## config.mk

```make
export PLATFORM = sky130hd
export DESIGN_NAME = exec_pipe
export DESIGN_NICKNAME = d
export VERILOG_FILES = /design/src/rtl/exec_pipe.sv
export SDC_FILE = /design/constraint.sdc
export NUM_CORES = 2
export LEC_CHECK = 0
export CAP_MARGIN = 25
export CORE_UTILIZATION = 50
export DETAILED_ROUTE_END_ITERATION = 8
export GPL_TIMING_DRIVEN = 0
export PLACE_DENSITY = 0.68
export SETUP_SLACK_MARGIN = 0.15
export SKIP_LAST_GASP = 1
export SLEW_MARGIN = 20
export SYNTH_ARGS = -nofsm -noshare
export SYNTH_HDL_FRONTEND = slang
export SYNTH_SLANG_ARGS = --single-unit
```

## constraint.sdc

```tcl
create_clock -name clk -period 16 [get_ports clk]
set_input_delay 2.4 -clock clk [delete_from_list [all_inputs] [get_ports clk]]
set_output_delay 2.4 -clock clk [all_outputs]
set_load 0.005 [all_outputs]
```

## src/rtl/exec_pipe.sv

```systemverilog
// Pipelined tenyr execute unit: Z = f(A,B) + C, with the tag carried alongside each op.
// Latency: STAGES edges from acceptance to out_valid (op/operand, f(A,B), +C, then pure delay).
// Backpressure: per-stage valid/ready, so bubbles collapse; in_ready is low only when full and stalled, or on flush/reset.
module exec_pipe #(
    parameter int WIDTH  = 32,
    parameter int STAGES = 3,
    parameter int TAGW   = 4
) (
    input  logic             clk,
    input  logic             reset,
    input  logic             flush,
    input  logic             in_valid,
    output logic             in_ready,
    input  logic [3:0]       in_op,
    input  logic [WIDTH-1:0] in_a,
    input  logic [WIDTH-1:0] in_b,
    input  logic [WIDTH-1:0] in_c,
    input  logic [TAGW-1:0]  in_tag,
    output logic             out_valid,
    input  logic             out_ready,
    output logic [WIDTH-1:0] out_data,
    output logic [TAGW-1:0]  out_tag,
    output logic             busy
);

    localparam int NRES = STAGES - 2;
    localparam logic [WIDTH-1:0] W_LIM = WIDTH'(WIDTH);

    typedef struct packed {
        logic [3:0]       op;
        logic [WIDTH-1:0] a;
        logic [WIDTH-1:0] b;
        logic [WIDTH-1:0] c;
        logic [TAGW-1:0]  tag;
    } opnd_t;

    typedef struct packed {
        logic [WIDTH-1:0] y;
        logic [WIDTH-1:0] c;
        logic [TAGW-1:0]  tag;
    } part_t;

    typedef struct packed {
        logic [WIDTH-1:0] z;
        logic [TAGW-1:0]  tag;
    } res_t;

    logic [STAGES-1:0]       vld_q, vld_d, load;
    logic                    chain_rdy;
    logic                    in_fire;
    opnd_t                   s1_q, s1_d;
    part_t                   s2_q, s2_d;
    res_t [NRES-1:0]         res_q, res_d;

    logic [WIDTH-1:0]        op_a, op_b, y_d, srl_v;
    logic signed [WIDTH-1:0] sra_v;
    logic                    shift_big;

    // Ready ripples back from the consumer: a stage can load if it is empty or everything after it can move.
    always_comb begin
        load      = '0;
        chain_rdy = out_ready;
        for (int k = STAGES - 1; k >= 0; k--) begin
            chain_rdy = !vld_q[k] || chain_rdy;
            load[k]   = chain_rdy;
        end
    end

    assign in_ready = load[0] && !flush && !reset;
    assign in_fire  = in_valid && in_ready;

    assign op_a      = s1_q.a;
    assign op_b      = s1_q.b;
    assign shift_big = (op_b >= W_LIM);
    assign srl_v     = shift_big ? '0 : (op_a >> op_b);
    assign sra_v     = $signed(op_a) >>> op_b;

    always_comb begin
        y_d = '0;
        case (s1_q.op)
            4'h0: y_d = op_a | op_b;
            4'h1: y_d = op_a & op_b;
            4'h2: y_d = op_a ^ op_b;
            4'h3: y_d = shift_big ? {WIDTH{op_a[WIDTH-1]}} : sra_v;
            4'h4: y_d = op_a + op_b;
            4'h5: y_d = op_a * op_b;
            4'h6: y_d = {WIDTH{op_a == op_b}};
            4'h7: y_d = {WIDTH{$signed(op_a) < $signed(op_b)}};
            4'h8: y_d = op_a | ~op_b;
            4'h9: y_d = op_a & ~op_b;
            4'ha: y_d = {op_a[WIDTH-13:0], op_b[11:0]};
            4'hb: y_d = srl_v;
            4'hc: y_d = op_a - op_b;
            4'hd: y_d = shift_big ? '0 : (op_a << op_b);
            4'he: y_d = {WIDTH{srl_v[0]}};
            4'hf: y_d = {WIDTH{$signed(op_a) >= $signed(op_b)}};
            default: y_d = '0;
        endcase
    end

    always_comb begin
        vld_d = vld_q;
        s1_d  = s1_q;
        s2_d  = s2_q;
        res_d = res_q;

        if (load[0]) begin
            vld_d[0] = in_fire;
            if (in_fire) begin
                s1_d.op  = in_op;
                s1_d.a   = in_a;
                s1_d.b   = in_b;
                s1_d.c   = in_c;
                s1_d.tag = in_tag;
            end
        end

        if (load[1]) begin
            vld_d[1] = vld_q[0];
            if (vld_q[0]) begin
                s2_d.y   = y_d;
                s2_d.c   = s1_q.c;
                s2_d.tag = s1_q.tag;
            end
        end

        if (load[2]) begin
            vld_d[2] = vld_q[1];
            if (vld_q[1]) begin
                res_d[0].z   = s2_q.y + s2_q.c;
                res_d[0].tag = s2_q.tag;
            end
        end

        // Delay stages only move data that is actually present, so a stalled tail holds steady.
        for (int k = 3; k < STAGES; k++) begin
            if (load[k]) begin
                vld_d[k] = vld_q[k-1];
                if (vld_q[k-1]) begin
                    res_d[k-2] = res_q[k-3];
                end
            end
        end

        if (flush) begin
            vld_d = '0;
        end
    end

    always_ff @(posedge clk or posedge reset) begin
        if (reset) begin
            vld_q <= '0;
            s1_q  <= '0;
            s2_q  <= '0;
            res_q <= '0;
        end else begin
            vld_q <= vld_d;
            s1_q  <= s1_d;
            s2_q  <= s2_d;
            res_q <= res_d;
        end
    end

    assign out_valid = vld_q[STAGES-1];
    assign out_data  = res_q[NRES-1].z;
    assign out_tag   = res_q[NRES-1].tag;
    assign busy      = |vld_q;

endmodule

```

==> results.sh <==
export IMPL_worst_setup_path_end_kind="flop"
export IMPL_synth_async_reset_ratio=1.000
export IMPL_postRouteAntennaNets=0
export IMPL_coreArea_um2=68590
export IMPL_placed_cell_area_um2=37500
export IMPL_dp_hpwl_um=151900
export IMPL_port_buffer_count=147
export IMPL_syn_area_per_cell_um2=8.496
export IMPL_cts_hold_buf=0
export IMPL_cts_htree_levels=1
export IMPL_fin_crit_sh=0.7851
export IMPL_dr_total_vias=35560
export IMPL_clk_latency_ns=0.64
export IMPL_start_kind="flop"
export IMPL_synth_nets=4812
export IMPL_antenna_found_initial=20
export IMPL_crit_path_max_fanout=10
export IMPL_synth_commonest_cells="nand2_1 (531), inv_1 (453), fa_1 (411)"
export IMPL_final_area_um2=38450
export IMPL_postCtsSetupBuffers=0
export IMPL_drive_gt1_frac=0.07418
export IMPL_setup_tns_ns=0
export IMPL_layout_setup_ws_ns=3.439
export IMPL_violations="capacitance limit"
export IMPL_firstDrtPassIters=9
export IMPL_drv_cap=1
export IMPL_die_area_um2=70300
export IMPL_synth_top_flop_cell="dfrtp_1"
export IMPL_cts_buffers=25
export IMPL_worstPathArrival_ns=12.98
export IMPL_synthTopCellsByArea="fa_1 (24%), dfrtp_1 (15%), ha_1 (7.8%), nand2_1 (5.8%), inv_1 (4.9%)"
export IMPL_wirelength_um=190100
export IMPL_rsz0062_at_grt="no"
export IMPL_grt_pass1_wl_um=261300
export IMPL_grt_overflow=0
export IMPL_cts_sink_count=211
export IMPL_fin_crit_ns=12.56
export IMPL_tightestPinTransition_ns=1.491
export IMPL_place_congestion=1.150
export IMPL_yosys_warnings=0
export IMPL_viasPerCell=6.789
export IMPL_grt_pass1_vias=34370
export IMPL_die_h_um=265.1
export IMPL_clock_skew_ns=0.07022
export IMPL_io_pins=148
export IMPL_grt_max_degree=83
export IMPL_crit_required_ns=16.41
export IMPL_synth_edff_count=0
export IMPL_ys_seq_area_frac=0.1525
export IMPL_ys_ff_latch=211
export IMPL_drt_iter0_drc=5668
export IMPL_netlist_area_um2=34620
export IMPL_postCtsResizedCells=0
export IMPL_syn_inst=4075
export IMPL_synth_largest_area_cell="fa_1"
export IMPL_min_path_type="reg -> reg"
export IMPL_synth_most_common_cell="nand2_1"
export IMPL_status="finished with violations"
export IMPL_slew_viol_final=0
export IMPL_clock_root_buffer="clkbuf_16"
export IMPL_rows=96
export IMPL_drc_errors=0
export IMPL_report_final_hold_viol_count=0
export IMPL_setup_viol_count_final=0
export IMPL_grtUsageTotal=0.5360
export IMPL_fp_dieW_um=265.1
export IMPL_post_drt_wl_per_cell_um=36.29
export IMPL_fmax_mhz=79.61
export IMPL_clock_path_buffers=3
export IMPL_syn_to_final_growth_pct=11.06
export IMPL_fin_nets=5005
export IMPL_place_ws_ns=4.381
export IMPL_cts_tree="built"
export IMPL_clk_pin_slew_ns=0.07
export IMPL_initial_core_util=0.5048
export IMPL_slew_headroom=0.006256
export IMPL_synthDistinctLibCells=89
export IMPL_synth_top_cell_area_share=0.2377
export IMPL_worstSetupPathType="reg -> reg"
final timing paths:
check                      cells after the start       end  slack, ns  startpoint
setup / recovery                              27  s2_q[57]       3.44     op_b[1]
hold / removal                                 2  s2_q[35]       0.46    s1_q[35]
setup reg to reg                              27  s2_q[57]       3.44     op_b[1]
hold reg to reg                                2  s2_q[35]       0.46    s1_q[35]
max in group asynchronous                      4  s1_q[25]      12.57       reset
min in group asynchronous                      2  op_a[31]       2.19       reset
worst max-delay path, stage by stage, from the launching register on:
cell      delay [ns]
dfrtp_1         0.94
buf_2           0.40
buf_2           0.33
buf_1           0.58
buf_1           0.99
clkbuf_2        0.71
clkbuf_1        0.63
nand2_1         0.17
fa_1            0.59
fa_1            0.47
fa_1            0.55
inv_1           0.06
fa_1            0.50
inv_1           0.05
fa_1            0.53
inv_1           0.05
fa_1            0.50
fa_1            0.42
ha_1            0.27
clkbuf_1        0.23
and3_1          0.24
a311oi_1        0.58
and4b_1         0.47
nor2_1          0.14
xnor2_1         0.47
o221ai_1        0.34
a211oi_1        0.89
a21oi_1         0.17
per-layer routing:
| metal | track usage | share of wire | vias to the layer above |
|---|---|---|---|
| met4 | 0.3738 | 0.088 | 30 |
| met2 | 0.7182 | 0.38 | 3285 |
| li1 | - | - | 14010 |
| met5 | 0.02079 | 0.0025 | - |
| met3 | 0.2455 | 0.16 | 874 |
| met1 | 0.6775 | 0.37 | 17360 |
kinds of logic (layout without fill, tap and decap cells):
family	count (synthesis)	count (layout)	share of synthesized area
AOI/OAI and AO/OA	764	764	0.1427
xor gates and xnor gates	174	174	0.04402
adders and majority gates	628	628	0.3161
buffers and inverters	747	959	0.08341
DFF	211	211	0.1525
muxes	223	223	0.08095
other	0	20	0
and+or+nand+nor	1328	1328	0.1803
layout make-up:
cell class,count,area (um^2)
fillers,6097,30140
multi-input cells,3117,26470
flip-flops and latches,211,5280
inverters,461,1738
repair buffers,166,1728
plain buffers,286,1182
well taps,931,1165
clock buffers,31,698.2
clock inverters,15,137.6
diodes,20,50.05
per-stage QoR:
stage | hold WS [ns] | cells | util
2_1_floorplan | 0.4331 | 4075 | -
3_3_place_gp | 0.4458 | 5153 | 0.5432
3_5_place_dp | 0.4491 | 5167 | 0.5468
4_1_cts | 0.4642 | 5213 | 0.5590
5_1_grt | 0.4926 | 5225 | 0.5601
6_report | 0.4622 | 5238 | 0.5606
sequential cells by signal, indices dropped and copies added, names as in the netlist:
signal and cells:
op_a 32, op_b 32, out_data 32, out_tag 4, s1_q 40, s2_q 68
vld_q 3
cells in the final DEF, fill, tap and decap left out, drive strengths merged, types with 17 or more instances in the layout:
cell type / count
a211oi: 38
a21o: 32
a21oi: 213
a31oi: 31
a32oi: 26
and2: 208
buf: 90
clkbuf: 245
clkdlybuf4s50: 147
dfrtp: 211
diode: 20
fa: 411
ha: 217
inv: 459
mux2: 126
mux2i: 64
mux4: 33
nand2: 531
nand2b: 30
nand3: 54
nand4: 20
nor2: 284
nor2b: 17
nor3: 76
nor4: 17
o211ai: 24
o21ai: 187
o31ai: 29
or3: 24
or4: 22
xnor2: 95
xor2: 79
Power is left out: the tool's default activity adds up to more than one toggle a clock period on the data nets, which glitch-free logic cannot reach.
